[src/rtl/multiplicador_secuencial_pkg.sv]
`default_nettype none
// ============================================================================
//  Module      : multiplicador_secuencial_pkg
//  Description : Shared definitions for the sequential fixed-point multiplier
//                and the saturating adder stage: default operand width and
//                fractional bits, saturation limits, FSM state encoding and
//                a two's-complement magnitude helper.
//  Revision    : 1.0 - initial release
// ============================================================================
package multiplicador_secuencial_pkg;

    // Default operand/result width and fractional bits (Q8.10)
    localparam int unsigned MUL_W = 19;
    localparam int unsigned MUL_F = 10;

    // Width of the shift-add bit counter
    localparam int unsigned CNT_W = $clog2(MUL_W);

    // Saturation limits, also used by the downstream adder stage
    localparam logic [MUL_W-1:0] SAT_MAX = {1'b0, {(MUL_W-1){1'b1}}};
    localparam logic [MUL_W-1:0] SAT_MIN = {1'b1, {(MUL_W-1){1'b0}}};

    typedef enum logic [1:0] {
        IDLE = 2'd0,
        MULT = 2'd1,
        FIN  = 2'd2
    } state_t;

    // Magnitude as an unsigned W-bit value; the most negative code maps to
    // itself, which is exactly 2^(W-1) when read as unsigned.
    function automatic logic [MUL_W-1:0] abs_w(input logic [MUL_W-1:0] x);
        return x[MUL_W-1] ? -x : x;
    endfunction

endpackage
`default_nettype wire

[src/rtl/multiplicador_secuencial_if.sv]
`default_nettype none
// ============================================================================
//  Module      : multiplicador_secuencial_if
//  Description : Request/result bundle of the sequential multiplier.
//                Start, A, B      : request side (master drives)
//                Busy, Done, Pout : status/result side (slave drives)
//  Revision    : 1.0 - initial release
// ============================================================================
interface multiplicador_secuencial_if;
    import multiplicador_secuencial_pkg::*;

    logic             Start;
    logic [MUL_W-1:0] A;
    logic [MUL_W-1:0] B;
    logic             Busy;
    logic             Done;
    logic [MUL_W-1:0] Pout;

    modport master (
        output Start, A, B,
        input  Busy, Done, Pout
    );

    modport slave (
        input  Start, A, B,
        output Busy, Done, Pout
    );

endinterface
`default_nettype wire

[src/rtl/multiplicador_secuencial_saturador_q.sv]
`default_nettype none
// ============================================================================
//  Module      : saturador_q
//  Description : Combinational rescale-and-saturate. Shifts a 2W-bit product
//                magnitude right by F (truncation toward zero, since it acts
//                on the magnitude), clamps to the signed W-bit range and
//                applies the sign.
//  Ports       : mag_i  [2W-1:0] unsigned product magnitude
//                sign_i          result sign (1 = negative)
//                res_o  [W-1:0]  saturated two's-complement result
//  Revision    : 1.0 - initial release
// ============================================================================
module saturador_q
    import multiplicador_secuencial_pkg::*;
(
    input  wire logic [2*MUL_W-1:0] mag_i,
    input  wire logic               sign_i,
    output logic      [MUL_W-1:0]   res_o
);

    // Magnitude limits expressed at full accumulator width
    localparam logic [2*MUL_W-1:0] c_POS_LIM = {{MUL_W{1'b0}}, SAT_MAX};
    localparam logic [2*MUL_W-1:0] c_NEG_LIM = {{MUL_W{1'b0}}, SAT_MIN};

    logic [2*MUL_W-1:0] w_m;

    assign w_m = mag_i >> MUL_F;

    always_comb begin
        res_o = w_m[MUL_W-1:0];
        if (sign_i) begin
            // A magnitude of exactly 2^(W-1) is representable when negative
            if (w_m > c_NEG_LIM) begin
                res_o = SAT_MIN;
            end else begin
                res_o = -w_m[MUL_W-1:0];
            end
        end else if (w_m > c_POS_LIM) begin
            res_o = SAT_MAX;
        end
    end

endmodule
`default_nettype wire

[src/rtl/multiplicador_secuencial.sv]
`default_nettype none
// ============================================================================
//  Module      : multiplicador_secuencial
//  Description : Sequential signed fixed-point multiplier. Radix-2 shift-add
//                over operand magnitudes, one multiplier bit per clock, then
//                rescale/saturate and register the result. Latency W+1
//                cycles from the Start edge to Done.
//  Ports       : Clk    rising-edge clock
//                Reset  synchronous, active-high
//                bus    slave side of multiplicador_secuencial_if
//                       (Start/A/B in, Busy/Done/Pout out)
//  Revision    : 1.0 - initial release
// ============================================================================
module multiplicador_secuencial
    import multiplicador_secuencial_pkg::*;
(
    input  wire logic                 Clk,
    input  wire logic                 Reset,
    multiplicador_secuencial_if.slave bus
);

    state_t             r_state_q;
    logic [CNT_W-1:0]   r_i_q;
    logic [2*MUL_W-1:0] r_p_q;
    logic [MUL_W-1:0]   r_a_q;
    logic [MUL_W-1:0]   r_b_q;
    logic               r_s_q;
    logic               r_busy_q;
    logic               r_done_q;
    logic [MUL_W-1:0]   r_pout_q;

    logic [2*MUL_W-1:0] w_a_ext;
    logic [2*MUL_W-1:0] w_p_d;
    logic [MUL_W-1:0]   w_sat;

    // Partial product for the current multiplier bit
    assign w_a_ext = {{MUL_W{1'b0}}, r_a_q};
    assign w_p_d   = r_b_q[r_i_q] ? (r_p_q + (w_a_ext << r_i_q)) : r_p_q;

    saturador_q u_saturador_q (
        .mag_i  (r_p_q),
        .sign_i (r_s_q),
        .res_o  (w_sat)
    );

    always_ff @(posedge Clk) begin
        if (Reset) begin
            r_state_q <= IDLE;
            r_i_q     <= '0;
            r_p_q     <= '0;
            r_a_q     <= '0;
            r_b_q     <= '0;
            r_s_q     <= 1'b0;
            r_busy_q  <= 1'b0;
            r_done_q  <= 1'b0;
            r_pout_q  <= '0;
        end else begin
            r_done_q <= 1'b0;
            unique case (r_state_q)
                IDLE: begin
                    if (bus.Start) begin
                        r_s_q     <= bus.A[MUL_W-1] ^ bus.B[MUL_W-1];
                        r_a_q     <= abs_w(bus.A);
                        r_b_q     <= abs_w(bus.B);
                        r_p_q     <= '0;
                        r_i_q     <= '0;
                        r_busy_q  <= 1'b1;
                        r_state_q <= MULT;
                    end
                end
                MULT: begin
                    r_p_q <= w_p_d;
                    r_i_q <= r_i_q + 1'b1;
                    if (r_i_q == CNT_W'(MUL_W - 1)) begin
                        r_state_q <= FIN;
                    end
                end
                FIN: begin
                    r_pout_q  <= w_sat;
                    r_done_q  <= 1'b1;
                    r_busy_q  <= 1'b0;
                    r_state_q <= IDLE;
                end
                default: begin
                    r_busy_q  <= 1'b0;
                    r_state_q <= IDLE;
                end
            endcase
        end
    end

    assign bus.Busy = r_busy_q;
    assign bus.Done = r_done_q;
    assign bus.Pout = r_pout_q;

endmodule
`default_nettype wire

[src/flat_wrapper.sv]
// flat-port wrapper written by rule: the top's interface ports become plain ports
module multiplicador_secuencial_flat import multiplicador_secuencial_pkg::*;
  (Clk, Reset, bus_Start, bus_A, bus_B, bus_Busy, bus_Done, bus_Pout);
  multiplicador_secuencial_if bus_i ();
  input  wire logic Clk;
  input  wire logic Reset;
  input wire logic [$bits(bus_i.Start)-1:0] bus_Start;
  input wire logic [$bits(bus_i.A)-1:0] bus_A;
  input wire logic [$bits(bus_i.B)-1:0] bus_B;
  output wire logic [$bits(bus_i.Busy)-1:0] bus_Busy;
  output wire logic [$bits(bus_i.Done)-1:0] bus_Done;
  output wire logic [$bits(bus_i.Pout)-1:0] bus_Pout;
  assign bus_i.Start = bus_Start;
  assign bus_i.A = bus_A;
  assign bus_i.B = bus_B;
  assign bus_Busy = bus_i.Busy;
  assign bus_Done = bus_i.Done;
  assign bus_Pout = bus_i.Pout;
  multiplicador_secuencial u_core (.Clk(Clk), .Reset(Reset), .bus(bus_i));
endmodule
[config.mk]
export PLATFORM = sky130hd
export DESIGN_NAME = multiplicador_secuencial_flat
export DESIGN_NICKNAME = d
export VERILOG_FILES = /design/src/rtl/multiplicador_secuencial_pkg.sv /design/src/rtl/multiplicador_secuencial_if.sv /design/src/rtl/multiplicador_secuencial_saturador_q.sv /design/src/rtl/multiplicador_secuencial.sv /design/src/flat_wrapper.sv
export SDC_FILE = /design/constraint.sdc
export NUM_CORES = 1
export LEC_CHECK = 0
export BUFFER_PORTS_ARGS = -buffer_cell sky130_fd_sc_hd__buf_2
export CAP_MARGIN = 40
export CORE_ASPECT_RATIO = 2
export CORE_MARGIN = 1
export CORE_UTILIZATION = 50
export CTS_CLUSTER_SIZE = 20
export DETAILED_ROUTE_END_ITERATION = 6
export PLACE_DENSITY = 0.71
export SYNTH_ARGS = -nofsm -noshare
export SYNTH_HDL_FRONTEND = slang
export SYNTH_HIERARCHICAL = 1
export SYNTH_SLANG_ARGS = --single-unit
export TNS_END_PERCENT = 10
[constraint.sdc]
create_clock -name Clk -period 3.99 [get_ports Clk]
set_input_delay 0.1995 -clock Clk [delete_from_list [all_inputs] [get_ports Clk]]
set_output_delay 0.1995 -clock Clk [all_outputs]
set_load 0.02 [all_outputs]
# Word level (Yosys, flattened, before mapping)
# Index checks and enable logic that the tools add are counted.
# word_totals
regBits,105
out_inout_bits,21
wordCells,51
# op_classes
add_sub_neg,5
magnitude_cmp,3
eq_ne,6
n_shift,1
mux,18
bitwise,2
n_reduce_logical,7
# op_table
op,count
2-to-1 mux 19 bit,5
2-to-1 mux 38 bit,2
one-hot mux 38 bit (2 select lines),1
negator 19 bit,3
adder 38 bit,1
left shift 19 x 5 -> 38 bit,1
greater-than comparator 28 x 18 -> 1 bit (second input constant),1
greater-than comparator 28 x 19 -> 1 bit (second input constant),1
one-hot mux 5 bit (2 select lines),1
AND reduction 2 bit,4
< comparator 5 x 6 -> 1 bit (second input constant),1
adder 5 x 1 -> 5 bit (second input constant),1
binary-select mux 1 bit (select 5 bit),1
equality test 5 bit (second input constant),1
2-to-1 mux 5 bit,1
2-to-1 mux 2 bit,2
inequality test 2 x 1 -> 1 bit (second input constant),2
one-hot mux 2 bit (2 select lines),1
2-to-1 mux 1 bit,3
AND reduction 3 bit,1
equality test 2 x 1 -> 1 bit (second input constant),1
equality test 2 bit (second input constant),1
logical NOT 2 bit,1
inequality test 2 bit (second input constant),1
4 further kinds,4

# Logic depth before layout (Yosys ltp)
# logic_depth
word_depth,4
mapped_depth,19

# Modules after synthesis
# Netlist, hierarchy kept.
# by_module_without_submodules
mod,n_inst,cells_each,area_each_um2,seq_area_each_um2
multiplicador_secuencial,1,1054,7773.7,2102.0
saturador_q,1,107,698.2,0.0

# Worst setup path after synthesis
# OpenSTA, ideal clock, no wires.
# synth_path
kind,register to register
start,register u_core.r_i_q[1]
end,register u_core.r_p_q[36]
setup_time_ps,117
arrival_time_ps,3794
required_ps,3873
setup_slack_ps,78
stages_incl_launch_ff,19
cell_sequence,dfxtp_1 buf_4 buf_2 buf_4 mux2i_1 mux2i_1 mux2i_1 nor2_1 a41oi_1 a21oi_1 ha_1 clkbuf_1 nand2_1 nor3_1 a22o_1 a31oi_1 a2111oi_0 o21ai_1 a32o_1
# synth_via
elab_chain_cells,4
elab_cells_between_ends,8
cone_classes,add/sub (1); eq/ne (1); shift (1); mux (4); reduce/logical (1)
# synth_lines
element,line_no,source
from (decl),multiplicador_secuencial.sv:23,logic [CNT_W-1:0] r_i_q;
from (signal assigned),multiplicador_secuencial.sv:73,r_i_q <= r_i_q + 1'b1;
left shift 19 x 5 -> 38 bit / binary-select mux 1 bit (select 5 bit) (equally long branches),multiplicador_secuencial.sv:38,assign w_p_d = r_b_q[r_i_q] ? (r_p_q + (w_a_ext << r_i_q)) : r_p_q;
adder 38 bit / 2-to-1 mux 1 bit (equally long branches),multiplicador_secuencial.sv:38,
2-to-1 mux 38 bit / inequality test 2 x 1 -> 1 bit (equally long branches),-,
one-hot mux 38 bit (2 select lines) / AND reduction 3 bit (equally long branches),-,
to (signal assigned),multiplicador_secuencial.sv:72,r_p_q <= w_p_d;
to (decl),multiplicador_secuencial.sv:24,logic [2*MUL_W-1:0] r_p_q;
# Several ways; a longest one is shown, not always the timed one. The select of a mux whose other input is x is not followed.
# A chain may end at the register's enable or synchronous reset.

# Final worst setup path
# layout_path
start,register u_core.r_i_q[1]
end,register u_core.r_p_q[34]
# The elaborated chain is that of the path after synthesis.

==> results.toml <==
[run_status]
status = "finished with violations"
violations = "setup timing"

[synthesis]
synthCells = 1161
yosys_warnings = 6
ys.flop_type = "dfxtp_1"
yosys.area_share.simple_pct = 24.3
synth_area_per_cell_sq_um = 7.30
syn_area_sq_um = 8470
syn_nets = 1245
ys_async_sr_fraction_pct = 0
synth_fa_ha_area_share_pct = 6.44
synth_edf_count = 0
yosysTopAreaCell = "dfxtp_1"
synth_xor_area_share_pct = 5.27
synth-compound-area-share_pct = 28.9
yosys-mux-area-fraction_pct = 5.17
ys_types = 79
synth_top_family_by_area = "compound AO/OA/AOI/OAI gates"
netlist.area_leader.share_pct = 24.8
yosysSeqAreaShare_pct = 24.8
synth_area_leaders = "dfxtp_1, nand2_1, a21oi_1, ha_1, nor2_1"
synth.ff_latch_count = 105

[critical_path]
cp-end-kind = "flip-flop"
path_class = "reg2reg"
crit_path_max_fanout = 14
arrival_ps = 4250
ff2ff_path_depth = 17
worstPathRequired_ps = 4250
worst_setup_path_start_kind = "flip-flop"

[routing]
routed_wl_um = 25600
wl_met1_um = 8970
vias = 8982
wl_per_cell_um = 17.0
wl_met2_um = 13900
drt_iter0_markers = 409
dr_wl_met3_um = 766
drt_first_pass_iters = 5
viasPerCell = 5.99
routed.top_layer = "met4"
ant_nets = 0
drc_errors = 0

[timing]
finalSetupViolCount = 1
clock_skew_ps = 10.4
relSlewSlack_pct = 38.4
fin_crit_sh_pct = 100
period_needed_ps = 3990
finalHoldViolCount = 0
finalSetupTns_ps = -0.364
slew_violations = 0
max_freq_mhz = 251
rsz0062_at_grt = "true"
setup_slack_ps = -0.364
holdWs_ps = 98.8
tightest_slew_ps = 921

[pwr]
switchingPower_uw = 846
power_mw = 2.72
pwr-share-seq_pct = 41.5
power_frac_clock_pct = 32.6
internal_power_mw = 1.87
switching_share_pct = 31.1
combPwrFrac_pct = 26.0
vdd_drop_max_v = 0.000175
p_leak_nw = 4.27
power_density_nw_per_um2 = 269

[hold_path]
whs_path_depth = 3
hold_path_class = "in2reg"

[floorplan]
dieArea_sq_um = 17500
io_pins = 62
die_y_um = 186
die_w_um = 94.0
initial_core_util_pct = 50.8
num_rows = 67
coreArea_sq_um = 16700

[run]
drv_cap = 0

[cells_and_area]
nNetsFinal = 1373
final_cell_mix = "nand2_1, a21oi_1, buf_4"
final_layout_size_suffix_gt1_share_pct = 21.1
area_growth_pct = 19.1
final.fill_count = 1614
layout_commonest_cell = "nand2_1"
utilization_pct = 60.5
fin_cells = 1499
diodes = 0
final_cell_area_sq_um = 10100

[cts]
clock_sinks = 105
cts-root-buf = "clkbuf_16"
clkTransAtPathRegs_ps = 70
clock_path_buffers = 2
clkLatencyLatePin_ps = 360
numCtsBuffers = 9
cts_tree = "done"
cts_hold_buf = 0
htreeDepth = 3

[placement]
place_inst = 1484
numPortBuffers = 61
place_hpwl_um = 20100
placed_area_sq_um = 9710
gp_congestion = 1.03
dpl_worst_slack_ps = -98.5

[grt]
antenna_found_initial = 0
grt_pass1_wl_um = 40400
track_usage_pct = 29.9
grt_pass1_vias = 8604
overflow = 0
grt_max_degree = 86
## critical path, stage by stage, from the launching register on
cell and delay [ps]:
dfxtp_2 350, buf_4 150, buf_4 180, nand3b_1 300
nor2_1 260, ha_1 210, inv_1 60, fa_1 380
nand2b_1 190, a21oi_2 150, buf_4 130, o211ai_1 200
a311oi_2 310, buf_4 180, o21ai_2 90, a2111oi_4 410
o21ai_1 100, a32o_1 250
## sequential cells by signal, indices dropped and copies added (netlist names)
name,count
u_core/r_b_q,19
u_core/bus.Pout,19
u_core/r_a_q,19
u_core/r_s_q,1
u_core/r_i_q,5
u_core/r_p_q,38
u_core/r_state_q,2
u_core/bus.Done,1
u_core/bus.Busy,1
## final cells by class
class / count / area (sq um) / area share [%]
tap: 207 / 259 / 2.57
sequential: 105 / 2100 / 20.9
clock buffer: 9 / 225 / 2.23
timing repair buffer: 190 / 1310 / 13.0
multi-input combinational: 953 / 6020 / 59.7
inverter: 30 / 114 / 1.13
clock inverter: 5 / 57.6 / 0.571
## cell families (layout without fill, tap and decap cells)
logic type               Yosys count  count (layout)
AND/OR/NAND/NOR                  440             440
AO/OA/AOI/OAI                    379             379
flip-flops                       105             105
buffers and inverters            103             234
XOR/XNOR                          51              51
adder cells (fa/ha/maj)           43              43
multiplexers                      40              40
## cell usage after synthesis, drive strengths merged (3+ instances only)
cell type	n
o31ai	5
nor3	21
nand2b	19
a21oi	132
clkbuf	51
and2	6
dfxtp	105
a21boi	3
nor2	116
ha	42
nand3b	6
o21ai	93
or2	11
inv	28
a22o	5
or3	12
nand2	175
o211ai	8
nand4	10
a31oi	10
o311a	3
a22oi	14
o22ai	13
xor2	23
a311oi	13
and3	13
a2111oi	3
xnor2	28
buf	22
mux2i	28
a21o	18
nor4	5
mux2	10
nand3	24
nor2b	12
a211oi	24
o21bai	10
a32o	3
or4	5
o41a	3
## layer usage
layer  global-route usage [%]  vias up
met5                        0        -
met1                     26.9     4162
met3                     4.13      113
li1                         -     4438
met4                     24.3        0
met2                     57.5      269
## final timing paths
| check | slack, ps | start | to |
|---|---|---|---|
| max reg2reg | -0.4 | u_core/r_i_q[1] | u_core/r_p_q[34] |
| min | 100 | bus_A[0] | u_core/r_a_q[0] |
| min reg2reg | 450 | u_core/bus.Pout[4] | u_core/bus.Pout[4] |
| max | -0.4 | u_core/r_i_q[1] | u_core/r_p_q[34] |
## power groups by stage
stage,Combinational (mW),Sequential [mW],Clock (mW)
after detailed placement,0.683,1.15,0
after floorplan,0.450,1.13,0
after global placement,0.669,1.15,0
after global routing,0.775,1.13,0.943
after CTS,0.692,1.12,0.903
final,0.706,1.13,0.885
## repair_timing
action / in CTS / in global routing
endpoints found under the setup margin: 2 / 18
setup buffers: 0 / 1
pin swaps: 0 / 3
hold endpoints to repair: 0 / 0
gates resized for setup: 13 / 25
Power figures use the tool's default switching activity.
